[src/rtl/uart_tx_frame.sv]
// rtl/uart_tx_frame.sv - parametrised UART transmitter (start, data LSB first, optional parity, 1/2 stop)
//
// Purpose: serialises one word per accepted start request into a UART frame,
// paced by an external oversampling strobe (SamplesPerBit strobes per bit).
//
// Ports:
//   clk            system clock, rising edge
//   rst            synchronous active-high reset
//   sample_trigger one-cycle oversampling strobe
//   data           word to send, captured on the accepting edge
//   start          send request, honoured only while ready=1
//   serial_data    TX line, idle/stop = 1 (registered)
//   ready          1 when idle and able to accept start (registered)
//   done           one-cycle pulse when the last stop bit completes (registered)
module uart_tx_frame #(
  parameter int DataBits      = 8,
  parameter int SamplesPerBit = 16,
  parameter int ParityEnable  = 0,
  parameter int ParityOdd     = 0,
  parameter int StopBits      = 1
) (
  input  logic                clk,
  input  logic                rst,
  input  logic                sample_trigger,
  input  logic [DataBits-1:0] data,
  input  logic                start,
  output logic                serial_data,
  output logic                ready,
  output logic                done
);

  localparam int NBits = 1 + DataBits + ParityEnable + StopBits;
  localparam int SW    = $clog2(SamplesPerBit);
  localparam int BW    = $clog2(NBits);

  localparam logic [SW-1:0] SampleLast = SW'(SamplesPerBit - 1);
  localparam logic [BW-1:0] DataLast   = BW'(DataBits - 1);
  localparam logic [BW-1:0] StopLast   = BW'(StopBits - 1);
  localparam logic          OddSense   = (ParityOdd != 0);

  if (DataBits < 5 || DataBits > 9) begin : g_bad_data_bits
    $error("uart_tx_frame: DataBits must be 5..9");
  end
  if (SamplesPerBit < 2 || SamplesPerBit > 64) begin : g_bad_samples
    $error("uart_tx_frame: SamplesPerBit must be 2..64");
  end
  if (ParityEnable != 0 && ParityEnable != 1) begin : g_bad_parity_en
    $error("uart_tx_frame: ParityEnable must be 0 or 1");
  end
  if (ParityOdd != 0 && ParityOdd != 1) begin : g_bad_parity_odd
    $error("uart_tx_frame: ParityOdd must be 0 or 1");
  end
  if (StopBits != 1 && StopBits != 2) begin : g_bad_stop
    $error("uart_tx_frame: StopBits must be 1 or 2");
  end

  typedef enum logic [2:0] {
    S_IDLE,
    S_ARMED,
    S_START,
    S_DATA,
    S_PARITY,
    S_STOP
  } state_t;

  state_t              state;
  logic [SW-1:0]       sample_cnt;
  logic [BW-1:0]       bit_cnt;
  logic [DataBits-1:0] shreg;
  logic                parity_bit;
  logic                bit_end;
  logic                in_frame;

  // A bit period ends on the SamplesPerBit-th strobe since the bit began.
  assign in_frame = (state == S_START) || (state == S_DATA) ||
                    (state == S_PARITY) || (state == S_STOP);
  assign bit_end  = in_frame && sample_trigger && (sample_cnt == SampleLast);

  always_ff @(posedge clk) begin
    if (rst) begin
      state       <= S_IDLE;
      serial_data <= 1'b1;
      ready       <= 1'b0;
      done        <= 1'b0;
      sample_cnt  <= '0;
      bit_cnt     <= '0;
      shreg       <= '0;
      parity_bit  <= 1'b0;
    end else begin
      done <= 1'b0;

      if (in_frame && sample_trigger) begin
        sample_cnt <= (sample_cnt == SampleLast) ? '0 : sample_cnt + 1'b1;
      end

      case (state)
        S_IDLE: begin
          serial_data <= 1'b1;
          ready       <= 1'b1;
          // ready gates acceptance, so the first edge out of reset only raises ready.
          if (ready && start) begin
            shreg      <= data;
            parity_bit <= (^data) ^ OddSense;
            ready      <= 1'b0;
            state      <= S_ARMED;
          end
        end

        // The strobe that moves us to START is the start-bit edge itself; it is
        // not counted towards the start bit's own duration.
        S_ARMED: begin
          if (sample_trigger) begin
            state       <= S_START;
            serial_data <= 1'b0;
          end
        end

        S_START: begin
          if (bit_end) begin
            state       <= S_DATA;
            serial_data <= shreg[0];
            bit_cnt     <= '0;
          end
        end

        S_DATA: begin
          if (bit_end) begin
            if (bit_cnt == DataLast) begin
              bit_cnt <= '0;
              if (ParityEnable != 0) begin
                state       <= S_PARITY;
                serial_data <= parity_bit;
              end else begin
                state       <= S_STOP;
                serial_data <= 1'b1;
              end
            end else begin
              bit_cnt     <= bit_cnt + 1'b1;
              shreg       <= shreg >> 1;
              serial_data <= shreg[1];
            end
          end
        end

        S_PARITY: begin
          if (bit_end) begin
            state       <= S_STOP;
            serial_data <= 1'b1;
            bit_cnt     <= '0;
          end
        end

        S_STOP: begin
          if (bit_end) begin
            if (bit_cnt == StopLast) begin
              state   <= S_IDLE;
              ready   <= 1'b1;
              done    <= 1'b1;
              bit_cnt <= '0;
            end else begin
              bit_cnt <= bit_cnt + 1'b1;
            end
          end
        end

        default: begin
          state       <= S_IDLE;
          serial_data <= 1'b1;
        end
      endcase
    end
  end

endmodule
[config.mk]
export PLATFORM = sky130hd
export DESIGN_NAME = uart_tx_frame
export DESIGN_NICKNAME = d
export VERILOG_FILES = /design/src/rtl/uart_tx_frame.sv
export SDC_FILE = /design/constraint.sdc
export NUM_CORES = 1
export LEC_CHECK = 0
export ABC_AREA = 1
export CELL_PAD_IN_SITES_DETAIL_PLACEMENT = 1
export CELL_PAD_IN_SITES_GLOBAL_PLACEMENT = 2
export CORE_ASPECT_RATIO = 0.75
export CORE_UTILIZATION = 32
export DETAILED_ROUTE_END_ITERATION = 12
export GPL_ROUTABILITY_DRIVEN = 0
export PLACE_DENSITY = 0.94
export SLEW_MARGIN = 30
export SYNTH_ARGS = -nofsm -noshare
export SYNTH_HDL_FRONTEND = slang
export SYNTH_SLANG_ARGS = --single-unit
[constraint.sdc]
create_clock -name clk -period 3.2 [get_ports clk]
set_clock_uncertainty 0.05 [all_clocks]
set_input_delay 0.32 -clock clk [delete_from_list [all_inputs] [get_ports clk]]
set_output_delay 0.32 -clock clk [all_outputs]
set_load 0.01 [all_outputs]
==> results.txt <==
The flow ran to the end, and the final reports show no timing, DRC or antenna violations. The area of all placed cells without fillers came out at 1610 µm². The clock insertion delay at the later pin of the skew report is 0.27 ns. The critical path endpoint category is a register. Dividing total power by cell area gives a power density of 821 nW/µm². The total power is 1.32 mW.

The cell count after synthesis came out at 209. The maximum root-to-sink buffer count came out at 2. The maximum level of the CTS H-tree is 1. The fraction of layout cells with a size suffix above 1 came out at 0.135. After detailed routing, the met2 layer carries 1420 µm of wire. Data on the critical path is required at its endpoint by 3.32 ns. The number of gates given a new drive strength after cts is 0. The number of warnings reported in the yosys synthesis log came out at 0. The fraction of power consumed by the clock network is 0.204. Relative to the synthesized area, the layout overhead comes to 18.8%.

The fraction of the mapped netlist area in compound gates is 0.0989. The first global-routing pass estimated 5870 µm of wire. The root buffer cell chosen for the clock tree is sky130_fd_sc_hd__clkbuf_8. The count of final setup violators is 0. The leakage power summed over all cells is 0.728 nW.

The all-layer global routing usage came out at 0.165. Based on the critical path, the design can be clocked at up to 471 MHz. The worst-margin pin slew is 0.463 ns. The area share of xor/xnor cells in the synthesized design came out at 0. The critical path in this run is classified as register to register.

The number of cells after detailed placement came out at 274. The count of standard-cell rows came out at 20. The sequential cell area fraction in the yosys report came out at 0.325. Setup repair after global routing left no endpoint under its margin. Of the available clock period, the critical path in the final layout requires 0.664.

Entering global routing, the biggest net connects 16 pins. The initial cell density of the core came out at 0.334. The number of standard cells in the layout, taps in and fillers out came out at 278.

The area share of fa/ha/maj cells after synthesis is 0.0462. The count of endpoints failing hold in the final timing report came to 0. The buffers inserted during post-CTS setup optimization came out at 0. TritonCTS built the clock tree. The wire length on met1 came out at 1900 µm. The most frequent standard cell in the layout excluding fill and tap cells is sky130_fd_sc_hd__nand2_1. The amount of wire on met3 after detailed routing is 97 µm. The longest individual stage delay on the worst path came out at 0.49 ns. STA classifies the critical path startpoint as a register. The final layout net count is 241.

The relative slew slack came out at 0.691. The net switching power came out at 581 µW. The HPWL reported at the end of detailed placement came out at 2630 µm. In this run the remaining antenna-violating nets after routing total 0. The final critical delay including setup and external delays is 2.12 ns. The filler cell count in the final layout came out at 551. The number of pins exceeding their max-slew limit in the final report was 0. The initial antenna violation count is 0. The area share of the largest cell type after synthesis came out at 0.325. After clock tree synthesis, the clock-pin slew on the worst setup and hold paths is 0.09 ns. The internal power of the cells came out at 739 µW.

The area used by sequential logic in the layout came out at 440 µm². The synthesis-stage register bit count came out at 22. In the final layout, the multi-input gates occupy 790 µm². The repair_antennas step left the layout with diodes totalling 0.

The data arrival at the endpoint of the critical path is 2.24 ns. The worst IR drop on VDD is 0.289 mV. Among the stages of the critical path, the cell type that occurs most often is sky130_fd_sc_hd__nand2_2. The mean post-synth cell area came out at 6.48 µm². The startpoint identified for the worst register-to-register timing path is state[1]$_SDFFE_PP0P_. The library cells used most frequently in the layout, excluding fill and tap cells, are sky130_fd_sc_hd__nand2_1 (54), sky130_fd_sc_hd__nor2_1 (34), sky130_fd_sc_hd__dfxtp_1 (22). The overall die height came out at 58.3 µm. The largest family of logic cells by synthesized area is simple AND/OR/NAND/NOR gates.

The die covers 4500 µm². The number of buffer cells added on primary ports came out at 14. The largest fanout on the critical path is 6. The first-iteration detailed-routing DRC count is 68.

The critical path starts at state[1]$_SDFFE_PP0P_. The net count after synthesis came out at 226. By area the synthesized netlist is led by sky130_fd_sc_hd__dfxtp_1 (33%), sky130_fd_sc_hd__nand2_1 (15%), sky130_fd_sc_hd__nor2_1 (9.4%), sky130_fd_sc_hd__inv_1 (5.3%), sky130_fd_sc_hd__ha_1 (4.6%). The number of buffers added by the clock tree synthesis step came out at 3. The final cell utilization of the core came out at 0.397. The post-place instance area is 1540 µm². The switching share of power is 0.440. The synthesized design spends more area on one cell type than any other, namely sky130_fd_sc_hd__dfxtp_1. The hold buffer count at cts came out at 0. The clock net in this run drives a total of 22 sinks. Routed signal wires occupy layers up through met4. The wire length per cell after detailed routing is 12.4 µm. The placeable core region came out at 4050 µm². Of the total power, combinational logic draws 0.487. The worst register-to-register path has a setup slack of 1.08 ns. The total overflow reported by the global router came out at 0.

The cell area that synthesis handed to floorplanning was 1350 µm². The detailed-routing iteration count for the pre-antenna-repair pass is 4. For this design, the slowest cell found on the critical path is sky130_fd_sc_hd__dfxtp_1. For this block, the routed nets add up to 3450 µm of wire. The sequential share of power is 0.309. The simple-gate share of the synthesized area came out at 0.438. The mux cell area share after synthesis came out at 0. The origin of the worst min-delay path is shreg[7]$_SDFFE_PP0P_. In this run the count of I/O pins placed on the die edge is 15. The remaining routing DRC violations is 0. The count of unique library cells instantiated by Yosys came out at 25.

The number of global-route vias before repair came out at 1261. The critical path goes through inv_2, ha_1, nand2_2, inv_2, nand2_2, nand2_2, nand2_1, nor2_2, nand3_1, nand2_1, nor2_1. Across all layers, the routed design uses 1286 vias. The die width came out at 77.1 µm. After detailed routing, the number of vias per cell comes to 4.63.

Across the run, the number of max-cap violations was 0. The tightest min-delay check is of the register to register type. Adding up every negative setup slack in the final design gives 0 ns.
[Yosys cell counts]
library cell / number
sky130_fd_sc_hd__a21oi_1: 7
sky130_fd_sc_hd__a21oi_2: 1
sky130_fd_sc_hd__a31oi_1: 2
sky130_fd_sc_hd__buf_2: 3
sky130_fd_sc_hd__buf_6: 1
sky130_fd_sc_hd__dfxtp_1: 22
sky130_fd_sc_hd__ha_1: 5
sky130_fd_sc_hd__inv_1: 19
sky130_fd_sc_hd__inv_2: 7
sky130_fd_sc_hd__nand2_1: 54
sky130_fd_sc_hd__nand2_2: 9
sky130_fd_sc_hd__nand2_4: 1
sky130_fd_sc_hd__nand3_1: 11
sky130_fd_sc_hd__nand3_2: 1
sky130_fd_sc_hd__nand3_4: 1
sky130_fd_sc_hd__nand4_1: 5
sky130_fd_sc_hd__nor2_1: 34
sky130_fd_sc_hd__nor2_2: 3
sky130_fd_sc_hd__nor2_4: 3
sky130_fd_sc_hd__nor3_1: 3
sky130_fd_sc_hd__nor3b_1: 1
sky130_fd_sc_hd__nor4_1: 1
sky130_fd_sc_hd__o21a_1: 1
sky130_fd_sc_hd__o21ai_0: 8
sky130_fd_sc_hd__o21ai_1: 6
[power by group through the flow]
stage	Clock [mW]	Sequential [mW]	Combinational, mW
finish	0.270	0.407	0.642
CTS	0.277	0.406	0.646
global placement	0	0.408	0.635
detailed placement	0	0.412	0.638
floorplan	0	0.391	0.523
global route	0.287	0.415	0.741
[worst max-delay path, delay by kind of cell (launching register included)]
kind	cells	cell delay (ns)
AND/OR/NAND/NOR	8	0.86
flip-flops	1	0.49
adder cells (fa/ha/maj)	1	0.41
buffers and inverters	2	0.21
[worst paths after layout]
path                      endpoint  cells after the start
min reg2reg  shreg[7]$_SDFFE_PP0P_                      2
max reg2reg  state[0]$_SDFFE_PP0P_                     11
min          shreg[7]$_SDFFE_PP0P_                      2
max          state[0]$_SDFFE_PP0P_                     11
[metrics by stage]
step,setup slack [ns],hold slack (ns)
after floorplan,1.43,0.332
after global placement,1.22,0.397
after detailed placement,1.17,0.417
after CTS,1.10,0.438
after global routing,0.897,0.470
final,1.08,0.432
[area by class of cell]
type,instances,area share
Multi-Input combinational cell,157,0.491
Sequential cell,22,0.274
Timing Repair Buffer,14,0.0872
Inverter,26,0.0607
Tap cell,55,0.0428
Clock buffer,3,0.0257
Clock inverter,1,0.0187
[sequential cells by signal, indices dropped and copies added, names as in the netlist]
register / cells
shreg: 8
bit_cnt: 4
sample_cnt: 4
state: 3
done: 1
ready: 1
serial_data: 1
[cells by family after synthesis]
family / Yosys count
simple gates: 127
buf+inv: 30
compound gates: 25
flops: 22
fa+ha+maj: 5
[per-layer routing]
metal  global-route usage  up-vias
li1                     -      690
met1                0.235      576
met2                0.259       15
met3               0.0326        5
met4               0.0431        0
met5                    0        -
Power figures use the tool's default switching activity.
